$ cat src/rtl/uart_aer_decoder.sv
// Turns the UART byte stream into AER events: assembles 2-byte header/address
// packets and drives each valid address over a 4-phase req/ack handshake.
module uart_aer_decoder #(
   parameter logic [7:0]  MAX_NEUR       = 8'd138,
   parameter int unsigned TIMEOUT_CYCLES = 100000,
   parameter int unsigned ERR_W          = 8
) (
   input  logic             clk,
   input  logic             rst,
   input  logic [7:0]       rx_tdata,
   input  logic             rx_tvalid,
   output logic             rx_tready,
   output logic [9:0]       aer_addr,
   output logic             aer_req,
   input  logic             aer_ack,
   output logic [ERR_W-1:0] err_cnt,
   output logic             busy
);

   localparam int unsigned TMR_W = $clog2(TIMEOUT_CYCLES + 1);
   localparam logic [TMR_W-1:0] TMR_LAST = TMR_W'(TIMEOUT_CYCLES - 1);

   typedef enum logic [1:0] {
      IDLE    = 2'd0,
      ADDR    = 2'd1,
      REQ     = 2'd2,
      RELEASE = 2'd3
   } state_e;

   state_e             state_q, state_d;
   logic [1:0]         hi_q, hi_d;
   logic [TMR_W-1:0]   timer_q, timer_d;
   logic [9:0]         addr_q, addr_d;
   logic               req_q, req_d;
   logic               tready_q, tready_d;
   logic               busy_q, busy_d;
   logic [ERR_W-1:0]   err_q, err_d;
   logic               err_inc;
   logic               transfer;
   logic               header_ok;
   logic               out_of_range;

   assign transfer     = rx_tvalid & tready_q;
   assign header_ok    = (rx_tdata[7:4] == 4'b0010) && (rx_tdata[3:2] == 2'b00);
   // Only plain neuron events (hi == 0) are range-checked; time-ref and config pass through.
   assign out_of_range = (hi_q == 2'b00) && (rx_tdata >= MAX_NEUR);

   // Next-state and next-output logic.
   always_comb begin
      state_d = state_q;
      hi_d    = hi_q;
      timer_d = timer_q;
      addr_d  = addr_q;
      req_d   = req_q;
      err_inc = 1'b0;

      case (state_q)
         IDLE: begin
            if (transfer) begin
               if (header_ok) begin
                  hi_d    = rx_tdata[1:0];
                  timer_d = '0;
                  state_d = ADDR;
               end else begin
                  err_inc = 1'b1;
               end
            end
         end
         ADDR: begin
            // A byte arriving on the timeout cycle still completes the packet.
            if (transfer) begin
               if (out_of_range) begin
                  err_inc = 1'b1;
                  state_d = IDLE;
               end else begin
                  addr_d  = {hi_q, rx_tdata};
                  req_d   = 1'b1;
                  state_d = REQ;
               end
            end else if (timer_q == TMR_LAST) begin
               err_inc = 1'b1;
               state_d = IDLE;
            end else begin
               timer_d = timer_q + TMR_W'(1);
            end
         end
         REQ: begin
            if (aer_ack) begin
               req_d   = 1'b0;
               state_d = RELEASE;
            end
         end
         RELEASE: begin
            if (!aer_ack) begin
               state_d = IDLE;
            end
         end
         default: begin
            req_d   = 1'b0;
            state_d = IDLE;
         end
      endcase

      err_d    = (err_inc && (err_q != '1)) ? (err_q + ERR_W'(1)) : err_q;
      tready_d = (state_d == IDLE) || (state_d == ADDR);
      busy_d   = (state_d != IDLE);
   end

   // State and registered outputs; synchronous active-low reset.
   always_ff @(posedge clk) begin
      if (!rst) begin
         state_q  <= IDLE;
         hi_q     <= 2'b00;
         timer_q  <= '0;
         addr_q   <= '0;
         req_q    <= 1'b0;
         tready_q <= 1'b0;
         busy_q   <= 1'b0;
         err_q    <= '0;
      end else begin
         state_q  <= state_d;
         hi_q     <= hi_d;
         timer_q  <= timer_d;
         addr_q   <= addr_d;
         req_q    <= req_d;
         tready_q <= tready_d;
         busy_q   <= busy_d;
         err_q    <= err_d;
      end
   end

   assign rx_tready = tready_q;
   assign aer_addr  = addr_q;
   assign aer_req   = req_q;
   assign err_cnt   = err_q;
   assign busy      = busy_q;

endmodule

$ cat config.mk
export PLATFORM = sky130hd
export DESIGN_NAME = uart_aer_decoder
export DESIGN_NICKNAME = d
export VERILOG_FILES = /design/src/rtl/uart_aer_decoder.sv
export SDC_FILE = /design/constraint.sdc
export NUM_CORES = 1
export LEC_CHECK = 0
export CORE_MARGIN = 2
export CORE_UTILIZATION = 48
export DETAILED_ROUTE_END_ITERATION = 12
export PLACE_DENSITY = 0.76
export SLEW_MARGIN = 20
export SYNTH_ARGS = -nofsm -noshare
export SYNTH_HDL_FRONTEND = slang
export SYNTH_SLANG_ARGS = --single-unit
$ cat constraint.sdc
create_clock -name clk -period 5.7 [get_ports clk]
set_input_delay 0.57 -clock clk [delete_from_list [all_inputs] [get_ports clk]]
set_output_delay 0.57 -clock clk [all_outputs]
set_load 0.05 [all_outputs]
==> impl_summary.txt <==
----------------------------------------------------
[Critical path]
  Crit path launch ... rx_tdata[5]
  Launching point of the worst reg2reg path ... rx_tready
  Required time worst endpoint ... 5.91 ns
  Crit path max-delay family ... simple AND/OR/NAND/NOR gates
  Cells on worst reg2reg path ... 5
  CP cell instances ... clkdlybuf4s50_1 -> nor4b_1 -> nand3_1 -> o21a_2 -> or4_1 -> a21oi_1
  Slowest library cell on the worst path ... sky130_fd_sc_hd__or4_1
  Worst setup path endpoint ... timer_q[15]
  Startpoint Class ... input port
  Logic depth of the worst path, buffers included ... 6
  Worst setup EP type ... register
  Crit Path Max Fanout ... 27
  Delay of the slowest cell on the worst path ... 0.54 ns
  Register-to-register path setup slack ... 3.37 ns
  Bufs and invs on worst path ... 1
  Signal arrival time at the worst endpoint ... 2.98 ns
  Classification of the worst setup path ... in2reg
  Critical R2R Capture ... timer_q[15]

[Die]
  Area of the die ... 4620 µm²
  Effective utilization at floorplan ... 49.5%
  Die outline width ... 68.0 µm
  Number of core rows ... 23
  Core area ... 3970 µm²
  Number of primary I/O pins ... 33
  Floorplan die height ... 68.0 µm

[Hold path]
  Worst hold-check path type ... reg2reg

[STA]
  Final count of pins violating max slew ... 0
  RSZ-0062 raised after global routing ... false
  WHS ... 0.484 ns
  Max Clock Freq ... 361 MHz
  Number of hold-slack violations in the final timing report ... 0
  TNS Setup ... 0 ns
  Number of endpoints failing setup at the final stage ... 0
  Post-route clock period utilization ... 48.6%
  Final critical path time including I/O delays and setup ... 2.77 ns
  Max_slew headroom ... 28.2%
  Maximum clock skew at final layout ... 0.0108 ns
  Least-Margin Pin Slew ... 1.07 ns

[Route]
  Number of design-rule violations left by the first detailed-router iteration ... 88
  Number of antenna-violating nets in the routed design ... 0
  Routed wire per std cell ... 13.7 µm
  Post-route DRC ... 0
  Via count normalized by instance count ... 5.80
  Detailed Routing Iterations Pass 1 ... 5
  Total routed wirelength ... 4190 µm
  Via Count ... 1769

[Clocking]
  Post-CTS setup buffer count ... 0
  Cts bufs inserted ... 5
  Root buffer selected by CTS ... sky130_fd_sc_hd__clkbuf_8
  Clock Tree Buf Depth ... 2
  Number of sinks driven by the clock tree ... 42
  Worst-Skew Late Latency ... 0.29 ns
  Cts hold-fix bufs ... 0
  Clock slew at reported path FFs ... 0.07 ns
  TritonCTS clock tree ... done
  # resized after CTS ... 0
  CTS H-tree depth ... 2

[Placed design]
  Half-perimeter wire length of the detailed placement result ... 3040 µm
  Placed cells ... 299
  Routability cong. ... 0.796
  Number of I/O port buffers ... 32

[Synthesis]
  Mean instance size in the synthesized netlist ... 8.73 µm²
  Synth cell types ... 42
  Post-synthesis cell area ... 1960 µm²
  Leading cell type by number of instances after synthesis ... sky130_fd_sc_hd__dfxtp_1
  Sequential area share after synthesis ... 42.8%
  Ys async rst share ... 0%
  Synthesis Warnings ... 0
  Cell type with the highest aggregate area in the netlist ... sky130_fd_sc_hd__dfxtp_1
  Post-synthesis register bit count ... 42
  Synth Flop Type ... sky130_fd_sc_hd__dfxtp_1
  Area contributors post-synth ... sky130_fd_sc_hd__dfxtp_1 43%, sky130_fd_sc_hd__mux2i_1 7.1%, sky130_fd_sc_hd__a21oi_1 4.8%
  Post-synth EDFFs ... 0
  Synthesized instance count ... 225
  Synth cell count leaders ... 42 x sky130_fd_sc_hd__dfxtp_1, 21 x sky130_fd_sc_hd__nand2_1, 20 x sky130_fd_sc_hd__nor2_1
  Post-Synthesis Net Count ... 239
  Area share of the largest cell type after synthesis ... 42.8%

[Job]
  Reported max-cap violation count ... 0

[Global route]
  Global routing usage summed across all routing layers ... 20.7%
  First-pass GRT wire length ... 7290 µm
  Largest net degree at the start of global routing ... 28
  Via count of the first global-routing pass ... 1590
  Grt total ovfl ... 0
  Antenna violations before repair ... 0

[Pwr]
  Maximum VDD drop ... 0.118 mV
  Leak Pwr ... 0.000768 µW
  Power density over cell area ... 215 nW/µm²

[Run status]
  Result of the run ... finished clean

[Cells and area]
  Number of diodes added for antenna fixing ... 0
  Filler-free cell count of the finished design ... 305
  Nets@finish ... 270
  Layout area overhead ... 21.8%
  Share of cells above drive strength 1 ... 6.67%

----------------------------------------------------
[layer usage]
layer	track usage [%]	wire length, µm	vias to the layer above
met4	6.50	48	0
met5	0	0	-
met3	6.58	213	6
li1	-	-	888
met2	32.5	1920	34
met1	27.2	2010	841
[worst reg2reg max path: stages, from the launching register on]
cell	delay, ns
sky130_fd_sc_hd__dfxtp_1	0.38
sky130_fd_sc_hd__nor4bb_1	0.45
sky130_fd_sc_hd__nand3_1	0.35
sky130_fd_sc_hd__o21a_2	0.37
sky130_fd_sc_hd__or4_1	0.54
sky130_fd_sc_hd__a21oi_1	0.15
[logic make-up (layout without fill, tap and decap cells)]
family          count (synthesis)  count (layout)  share of synthesized area (%)
xor+xnor                        2               2                          0.892
compound gates                 51              51                           16.1
buf+inv                        12              42                           2.93
mux                            14              14                           7.13
flops                          42              42                           42.8
simple gates                  102             102                           28.9
fa+ha+maj                       2               2                           1.27
[per-stage QoR]
| step | setup slack [ns] | utilization (%) | instance area, µm² | total power, µW |
|---|---|---|---|---|
| global placement | 2.60 | 58.0 | 2300 | 333 |
| finish | 2.93 | 60.2 | 2390 | 515 |
| global route | 2.78 | 60.2 | 2390 | 532 |
| CTS | 2.82 | 60.1 | 2390 | 519 |
| detailed placement | 2.52 | 58.0 | 2300 | 334 |
| floorplan | 3.45 | - | 1960 | 320 |
[worst min-delay path by stage]
stage / startpoint / to / slack (ns) / depth (start not counted)
2_1_floorplan: timer_q[1] / timer_q[1] / 0.46 / 2
3_3_place_gp: err_cnt[1] / err_cnt[1] / 0.47 / 2
3_5_place_dp: timer_q[1] / timer_q[1] / 0.47 / 2
4_1_cts: timer_q[1] / timer_q[1] / 0.49 / 2
5_1_grt: err_cnt[1] / err_cnt[1] / 0.51 / 2
6_report: timer_q[1] / timer_q[1] / 0.48 / 2
[state kept, by name, summed over array words and instances, names as in the netlist]
| name | count |
|---|---|
| aer_addr | 10 |
| aer_req | 1 |
| busy | 1 |
| err_cnt | 8 |
| hi_q | 2 |
| rx_tready | 1 |
| state_q | 2 |
| timer_q | 17 |
[layout by cell type, fill, tap and decap left out, drive strengths merged, types with 6 or more instances in the layout]
master         netlist  layout
a21oi               19      19
clkbuf               4       6
clkdlybuf4s50        0      32
dfxtp               42      42
mux2i               14      14
nand2               21      21
nand3               11      11
nand4                7       7
nor2                20      20
o21ai               13      13
o31ai                6       6
or3                  9       9
or4                  8       8
[cell type report]
cell class,instances,area (µm²)
fill,352,1580
sequential,42,841
clock buffer,6,82.6
tap,50,62.6
timing repair buffer,32,320
multi-input combinational,171,1070
inverter,4,15.0
[report_power, final]
group          internal (µW)  total, µW  switching, µW
Combinational           12.8       30.6           17.8
Sequential               295        296           1.45
Clock                   93.5        188           94.7
Total                    401        515            114
Power figures use the tool's default switching activity.
